**src/rtl/fifo_pkg.sv**
```systemverilog
// Shared constants for the 8-entry FIFO and its stream reader: word width, address width,
// and the staging-buffer occupancy encoding.
package fifo_pkg;

  localparam int unsigned DATA_WIDTH  = 8;
  localparam int unsigned ADDR_WIDTH  = 3;
  localparam int unsigned STATS_WIDTH = 16;

  // Occupancy of the stream staging buffer doubles as its FSM state.
  typedef enum logic [1:0] {
    EMPTY = 2'd0,
    ONE   = 2'd1,
    TWO   = 2'd2
  } buf_state_e;

endpackage

```
**src/rtl/stream_skid_buf.sv**
```systemverilog
// Two-entry head/tail staging buffer: captures a word on i_capture and presents the head
// as a valid/ready stream, absorbing one extra word of back-pressure.
module stream_skid_buf
  import fifo_pkg::*;
#(
  parameter int unsigned W = DATA_WIDTH
) (
  input  logic         clk,
  input  logic         reset,
  input  logic         i_capture,
  input  logic [W-1:0] i_data,
  output logic         o_valid,
  input  logic         i_ready,
  output logic [W-1:0] o_data,
  output logic [1:0]   o_count
);

  buf_state_e   r_state;
  buf_state_e   w_state_next;
  logic [W-1:0] r_head;
  logic [W-1:0] r_tail;
  logic         w_xfer;
  logic         w_load_head;
  logic         w_load_tail;
  logic         w_shift;

  assign w_xfer = (r_state != EMPTY) && i_ready;

  always_ff @(posedge clk) begin
    if (reset) begin
      r_state <= EMPTY;
    end else begin
      r_state <= w_state_next;
    end
  end

  // Next occupancy plus which register loads; a capture at TWO cannot occur (caller gates it).
  always_comb begin
    w_state_next = r_state;
    w_load_head  = 1'b0;
    w_load_tail  = 1'b0;
    w_shift      = 1'b0;
    case (r_state)
      EMPTY: begin
        if (i_capture) begin
          w_state_next = ONE;
          w_load_head  = 1'b1;
        end
      end
      ONE: begin
        if (i_capture && w_xfer) begin
          w_load_head = 1'b1;
        end else if (i_capture) begin
          w_state_next = TWO;
          w_load_tail  = 1'b1;
        end else if (w_xfer) begin
          w_state_next = EMPTY;
        end
      end
      TWO: begin
        if (w_xfer) begin
          w_state_next = ONE;
          w_shift      = 1'b1;
        end
      end
      default: begin
        w_state_next = EMPTY;
      end
    endcase
  end

  always_ff @(posedge clk) begin
    if (reset) begin
      r_head <= '0;
      r_tail <= '0;
    end else begin
      if (w_load_head) begin
        r_head <= i_data;
      end else if (w_shift) begin
        r_head <= r_tail;
      end
      if (w_load_tail) begin
        r_tail <= i_data;
      end
    end
  end

  assign o_valid = (r_state != EMPTY);
  assign o_data  = r_head;
  assign o_count = r_state;

endmodule

```
**src/rtl/fifo_stream_reader.sv**
```systemverilog
// Drains the FIFO read port into a valid/ready stream through a two-entry staging buffer.
// Optional transfer counter port xfer_count is built when STREAM_READER_STATS_EN is defined.
module fifo_stream_reader #(
  parameter int unsigned DATA_WIDTH = fifo_pkg::DATA_WIDTH
) (
  input  logic                  clk,
  input  logic                  reset,
  input  logic                  empty,
  input  logic [DATA_WIDTH-1:0] r_data,
  output logic                  rd,
  output logic                  m_valid,
  input  logic                  m_ready,
  output logic [DATA_WIDTH-1:0] m_data
`ifdef STREAM_READER_STATS_EN
  ,
  output logic [fifo_pkg::STATS_WIDTH-1:0] xfer_count
`endif
);

  import fifo_pkg::*;

  logic [1:0] w_count;

  // Pop only from registered occupancy and the FIFO flag; m_ready never reaches rd.
  assign rd = !reset && !empty && (w_count != 2'(TWO));

  stream_skid_buf #(
    .W(DATA_WIDTH)
  ) u_buf (
    .clk       (clk),
    .reset     (reset),
    .i_capture (rd),
    .i_data    (r_data),
    .o_valid   (m_valid),
    .i_ready   (m_ready),
    .o_data    (m_data),
    .o_count   (w_count)
  );

`ifdef STREAM_READER_STATS_EN
  logic [STATS_WIDTH-1:0] r_xfer_count;
  logic                   w_xfer;

  assign w_xfer = m_valid && m_ready;

  always_ff @(posedge clk) begin
    if (reset) begin
      r_xfer_count <= '0;
    end else if (w_xfer) begin
      r_xfer_count <= r_xfer_count + STATS_WIDTH'(1);
    end
  end

  assign xfer_count = r_xfer_count;
`endif

endmodule

```
**config.mk**
```make
export PLATFORM = sky130hd
export DESIGN_NAME = fifo_stream_reader
export DESIGN_NICKNAME = d
export VERILOG_FILES = /design/src/rtl/fifo_pkg.sv /design/src/rtl/stream_skid_buf.sv /design/src/rtl/fifo_stream_reader.sv
export SDC_FILE = /design/constraint.sdc
export NUM_CORES = 1
export LEC_CHECK = 0
export CAP_MARGIN = 0
export CORE_MARGIN = 2
export CORE_UTILIZATION = 45
export DETAILED_ROUTE_END_ITERATION = 8
export GPL_ROUTABILITY_DRIVEN = 0
export PLACE_DENSITY = 0.78
export SYNTH_ARGS = -nofsm -noshare
export SYNTH_HDL_FRONTEND = slang
export SYNTH_SLANG_ARGS = --single-unit
```
**constraint.sdc**
```tcl
create_clock -name clk -period 1.8 [get_ports clk]
set_clock_uncertainty 0.2 [all_clocks]
set_input_delay 0.36 -clock clk [delete_from_list [all_inputs] [get_ports clk]]
set_output_delay 0.36 -clock clk [all_outputs]
set_load 0.005 [all_outputs]
```
* Word-level counts from Yosys, hierarchy flattened
Cells that the tools add are included.
** Cells by class
- Add/sub/neg operators :: 0
- $mul :: 0
- Divide/modulo/power cells :: 0
- Magnitude comparators :: 0
- Equality and inequality tests :: 7
- Shift-type cells :: 0
- Muxes and demuxes :: 15
- Bitwise operators :: 0
- Reduce and logical (&&, ||, !) cells :: 10
** Operator list (count)
- 8-bit two-way mux :: 2
- 2-bit two-way mux :: 5
- 1-bit two-way mux :: 6
- 2-bit case mux with 3 select lines :: 1
- 1-bit logical AND :: 4
- 2-bit by 1-bit inequality test with 1-bit output, second input constant :: 2
- 2-bit inequality test, second input constant :: 2
- 4-bit AND reduction :: 1
- 2-bit nonzero test :: 2
- 3-bit by 1-bit inequality test with 1-bit output, second input constant :: 1
- 2-bit by 1-bit == test with 1-bit output, second input constant :: 1
- 2-bit == test, second input constant :: 1
- 1-bit zero test :: 2
- 2-bit zero test :: 1
- 1-bit case mux with 2 select lines :: 1
** Word-level totals
- Flip-flop bits (word level) :: 18
- Latch bits :: 0
- RAM bits :: 0
- Memory bits (read-only) :: 0
- Input port bits :: 12
- Output and inout bits :: 10
- Logic and storage cells :: 35
- Memories :: 0

* Longest topological paths before layout
Gate-level depths: netlist of run 1.
- Depth after elaboration :: 7
- Gate-level depth with buffers :: 6
- Gate-level depth less buffers :: 3

* By module
From an unflattened synthesis of run 1, not the netlist that was laid out.
** Unflattened totals
- Cell total of the unflattened synthesis :: 70
- Area total of the unflattened synthesis :: 770.7 µm²
** By module, submodules not included
- stream_skid_buf :: times used 1, cells an instance 68, area an instance 754.5 µm², seq. area each 360.3 µm²
- fifo_stream_reader :: times used 1, cells an instance 2, area an instance 16.3 µm², seq. area each 0.0 µm²

* Worst setup path after synthesis of run 1
OpenSTA, ideal clock, no wires.
- Path kind :: reg2reg
- From :: register u_buf.r_state[1], in the netlist u_buf.o_count[1]
- To :: register u_buf.r_tail[0]
- Setup time :: 0.132 ns
- Data arrival time :: 1.214 ns
- Data required time :: 1.468 ns
- Setup slack :: 0.254 ns
- Stages on the path, launching flop included :: 7
- Path buffers :: 3
- Clock period less this slack :: 1.546 ns
- Cell sequence :: dfxtp_1 -> buf_6 -> or3_1 -> buf_6 -> buf_8 -> o21ai_1 -> a21oi_1
** Between the ends
- Longest elaborated chain between the ends :: 5
- Elaborated cells between the ends (all ways) :: 9
- Classes of those cells :: 2 x eq/ne; 3 x mux; 4 x reduce/logical
** RTL lines
- start, declared :: RTL line stream_skid_buf.sv:18 : buf_state_e r_state;
- start signal, assigned :: RTL line stream_skid_buf.sv:33 : r_state <= w_state_next;
- 2-bit inequality test or 2-bit nonzero test (tied branches) :: RTL line fifo_stream_reader.sv:25, stream_skid_buf.sv:27
- 1-bit logical AND (on tied branches) :: RTL line fifo_stream_reader.sv:25, stream_skid_buf.sv:27
- 1-bit two-way mux or 1-bit logical AND (tied branches) :: RTL line stream_skid_buf.sv:53, stream_skid_buf.sv:51
- 1-bit two-way mux :: RTL line stream_skid_buf.sv:51 : if (i_capture && w_xfer) begin
- 1-bit two-way mux (*) :: RTL line stream_skid_buf.sv:43 : case (r_state)
- end signal, assigned :: RTL line stream_skid_buf.sv:83 : r_tail <= i_data;
- end, declared :: RTL line stream_skid_buf.sv:21 : logic [W-1:0] r_tail;
Every way passes the cells marked *; elsewhere a longest branch is shown, timed or not.
A chain may end at the register's enable or synchronous reset.

* Final worst setup path of run 1
- From :: input port empty
- To :: register u_buf.r_head[1], in the netlist u_buf.o_data[1]
** Between the ends
- Longest elaborated chain between the ends :: 7
- Elaborated cells between the ends (all ways) :: 9
- Classes of those cells :: 4 x mux; 5 x reduce/logical
** RTL lines
- start, declared :: RTL line fifo_stream_reader.sv:8 : input logic empty,
- 1-bit zero test (*) :: RTL line fifo_stream_reader.sv:25 : assign rd = !reset && !empty && (w_count != 2'(TWO));
- 1-bit logical AND (*) (2 in series) :: RTL line fifo_stream_reader.sv:25
- 1-bit logical AND :: RTL line stream_skid_buf.sv:51
- 1-bit two-way mux :: RTL line stream_skid_buf.sv:51
- 1-bit case mux with 2 select lines (*) :: RTL line stream_skid_buf.sv:43
- 8-bit two-way mux or 2-bit nonzero test (tied branches)
- end signal, assigned :: RTL line stream_skid_buf.sv:78 : r_head <= i_data;
- end signal, assigned :: RTL line stream_skid_buf.sv:80 : r_head <= r_tail;
- end, declared :: RTL line stream_skid_buf.sv:20 : logic [W-1:0] r_head;
Marks and branches as above.

==> impl_metrics.env, run 1 <==
export IMPL_status="completed"
export IMPL_dp_slack_ps=-269
export IMPL_antenna_cells=0
export IMPL_grt_pass1_wl_um=3210
export IMPL_grt_use_total_pct=20.6
export IMPL_fin_hold_ws_ps=280
export IMPL_synth_largest_area_cell="dfxtp_1"
export IMPL_via_count=860
export IMPL_area_growth_pct=40.2
export IMPL_synth_edf_count=0
export IMPL_start_kind="input pin"
export IMPL_period_minus_slack_ps=1750
export IMPL_p_leak_nw=0.436
export IMPL_drtPass1Iterations=4
export IMPL_fin_setup_tns_ps=0
export IMPL_path_buf_inv=3
export IMPL_ys_warn_count=0
export IMPL_portBuffers=21
export IMPL_cp_depth=6
export IMPL_die_area_um2=2290
export IMPL_synth_seq_cells=18
export IMPL_endpoint_kind="register"
export IMPL_reg2reg_depth=4
export IMPL_r2r_start="u_buf.o_count[0]$_SDFFE_PP0P_"
export IMPL_hold_path_startpoint="u_buf.r_tail[1]$_SDFFE_PP0P_"
export IMPL_synth_area_leaders="dfxtp_1 (42%), a311oi_1 (8.1%), nand2_1 (7.8%)"
export IMPL_reg2reg_to="u_buf.o_data[4]$_SDFFE_PP0P_"
export IMPL_drive_above_1_share_pct=24.8
export IMPL_ant_nets=0
export IMPL_first_global_vias=808
export IMPL_fp_row_count=15
export IMPL_drc=0
export IMPL_finalNonFillerCells=158
export IMPL_clock_sinks=18
export IMPL_min_path_cells=2
export IMPL_netlist_instances=103
export IMPL_placed_area_um2=1140
export IMPL_r2r_slack_ps=190
export IMPL_boundaryPins=22
export IMPL_synthFlopType="dfxtp_1"
export IMPL_syn_nets=115
export IMPL_maxCapViolations=0
export IMPL_synthTopCellsByCount="dfxtp_1 (18), nand2_1 (18), a21oi_1 (9)"
export IMPL_postCtsHoldBufs=0
export IMPL_syn_area_per_cell_um2=8.39
export IMPL_critPathSlowestCell="clkdlybuf4s50_1"
export IMPL_max_slew_margin_pct=76.6
export IMPL_fin_crit_sh_pct=97.1
export IMPL_clk_pin_slew_ps=110
export IMPL_rsz0062_at_grt="no"
export IMPL_core_um2=1760
export IMPL_insertion_delay_ps=300
export IMPL_fillers=162
export IMPL_powerDensity_nw_per_um2=704
export IMPL_worstMarginPinSlew_ps=351
export IMPL_path_cells="clkdlybuf4s50_1 > buf_4 > or3_1 > buf_6 > nor3_1 > a311oi_1"
export IMPL_dr_first_iter_drc_count=15
export IMPL_htree_levels=1
export IMPL_synth_distinct_cells=26
export IMPL_min_to="u_buf.r_tail[1]$_SDFFE_PP0P_"
export IMPL_dp_cells=154
export IMPL_clock_tree_buffer_depth=2
export IMPL_start_util_pct=49.0
export IMPL_routed_wl_um=2170
export IMPL_cts_buffers=3
export IMPL_cts_root_buf="clkbuf_4"
export IMPL_timing_fmax_ghz=0.572
export IMPL_critPathTopFamily="buffers and inverters"
export IMPL_die_y_um=47.8
export IMPL_synth_area_um2=865
export IMPL_cts_tree="yes"
export IMPL_postCtsSetupRepairBufs=0
export IMPL_arrival_ps=1730
export IMPL_gr_total_overflow=0
export IMPL_fin_area_um2=1210
export IMPL_hold_violations=0
export IMPL_synth_async_reset_ratio_pct=0
export IMPL_fin_ws_ps=51.8
export IMPL_hpwl_um=1480
export IMPL_grt_max_degree=19
export IMPL_max_stage_delay_ps=460
export IMPL_required_ps=1790
export IMPL_crit_fanout=16
export IMPL_drv_slew=0
export IMPL_path_class="in2reg"
export IMPL_hold_class="reg2reg"
export IMPL_die_width_um=47.8
export IMPL_nets=146
export IMPL_setup_viol=0
export IMPL_antenna_found_initial=0
export IMPL_ir_worst_vdd_v=0.000426
export IMPL_yosysTopAreaCellShare_pct=41.7
export IMPL_yosysSeqAreaShare_pct=41.7
export IMPL_vias_per_cell=5.44
export IMPL_wl_per_cell_um=13.7
[placed cells by master, fill, tap and decap left out]
| cell type | netlist | routed |
|---|---|---|
| clkdlybuf4s50_1 | 0 | 19 |
| nand2_1 | 18 | 17 |
| dfxtp_1 | 18 | 17 |
| buf_4 | 1 | 13 |
| a21oi_1 | 9 | 9 |
| nor3_2 | 2 | 8 |
| a311oi_1 | 8 | 8 |
| nand3_1 | 8 | 8 |
| o21ai_1 | 7 | 7 |
| clkbuf_4 | 0 | 3 |
| or2_2 | 2 | 2 |
| nor2b_1 | 2 | 2 |
| nand3b_1 | 2 | 2 |
| nor3_1 | 8 | 2 |
| a21o_1 | 2 | 2 |
| or2b_1 | 1 | 1 |
| nor3_4 | 1 | 1 |
| nand2_2 | 0 | 1 |
| and3b_1 | 1 | 1 |
| or3_1 | 1 | 1 |
| nand2b_1 | 1 | 1 |
| nor3b_1 | 1 | 1 |
| nor2_1 | 1 | 1 |
| o21ai_2 | 1 | 1 |
| clkbuf_8 | 0 | 1 |
| dlygate4sd2_1 | 0 | 1 |
| clkbuf_2 | 2 | 1 |
| buf_6 | 2 | 1 |
| dfxtp_2 | 0 | 1 |
[cell families (layout without fill, tap and decap cells)]
family                 Yosys count  count (layout)  synth area share [%]
flip-flops                      18              18                  41.7
AND/OR/NAND/NOR                 49              49                  30.5
AO/OA/AOI/OAI                   27              27                  20.1
buffers and inverters            9              39                  7.67
[routing by layer]
| metal | track usage [%] | up-vias | routed length, um |
|---|---|---|---|
| met2 | 36.8 | 13 | 1130 |
| li1 | - | 430 | - |
| met3 | 3.77 | 6 | 60 |
| met1 | 22.4 | 411 | 926 |
| met5 | 0 | - | 0 |
| met4 | 12.4 | 0 | 54 |
[worst min-delay path, delay by kind of cell (launching register included)]
kind           cells  cell delay [ps]
AO/OA/AOI/OAI      2              110
flip-flops         1              330
[power breakdown]
group / switching, W / internal [W] / total, W
Sequential: 0.00000950 / 0.000417 / 0.000426
Clock: 0.000134 / 0.000124 / 0.000257
Combinational: 0.0000770 / 0.0000935 / 0.000170
Total: 0.000220 / 0.000634 / 0.000854
[cell type report]
type	instances	area, um^2	share of cell area [%]
repair buffers	35	313	25.8
multi-input cells	76	470	38.8
well taps	25	31.3	2.58
flip-flops and latches	18	362	29.8
clock buffers	4	36.3	2.99
[how the worst max path moves through the flow]
| stage | from | end | slack, ps |
|---|---|---|---|
| floorplan | u_buf.o_count[1]$_SDFFE_PP0P_ | u_buf.r_tail[0]$_SDFFE_PP0P_ | 250 |
| global placement | reset | rd | -250 |
| detailed placement | reset | rd | -270 |
| CTS | reset | rd | 10 |
| global route | empty | u_buf.o_data[1]$_SDFFE_PP0P_ | 2 |
| finish | empty | u_buf.o_data[1]$_SDFFE_PP0P_ | 50 |
[flip-flops by register name (all words and copies together), names as in the netlist]
signal         cells
u_buf.r_tail       8
u_buf.o_data       8
u_buf.o_count      2
[per-stage QoR]
stage                     util [%]  total power, W
after CTS                     66.9        0.000849
after floorplan                  -        0.000511
after global routing          68.7        0.000885
after global placement        64.9        0.000596
after detailed placement      64.9        0.000601
final                         68.7        0.000854
[timing repair]
| action | 4_1_cts | 5_1_grt |
|---|---|---|
| setup endpoints to repair | 2 | 8 |
| resized for setup | 3 | 10 |
| cloned | 0 | 0 |
Note: power is estimated with default switching activity, not from simulation.
==> run 2, diff against run 1 <==
--- a/config.mk
+++ b/config.mk
@@ -5,7 +5,6 @@
 export SDC_FILE = /design/constraint.sdc
 export NUM_CORES = 1
 export LEC_CHECK = 0
-export CAP_MARGIN = 0
 export CORE_MARGIN = 2
 export CORE_UTILIZATION = 45
 export DETAILED_ROUTE_END_ITERATION = 8
==> results of run 2 <==
The final DEF is identical to that of run 1; final timing and power are the same.
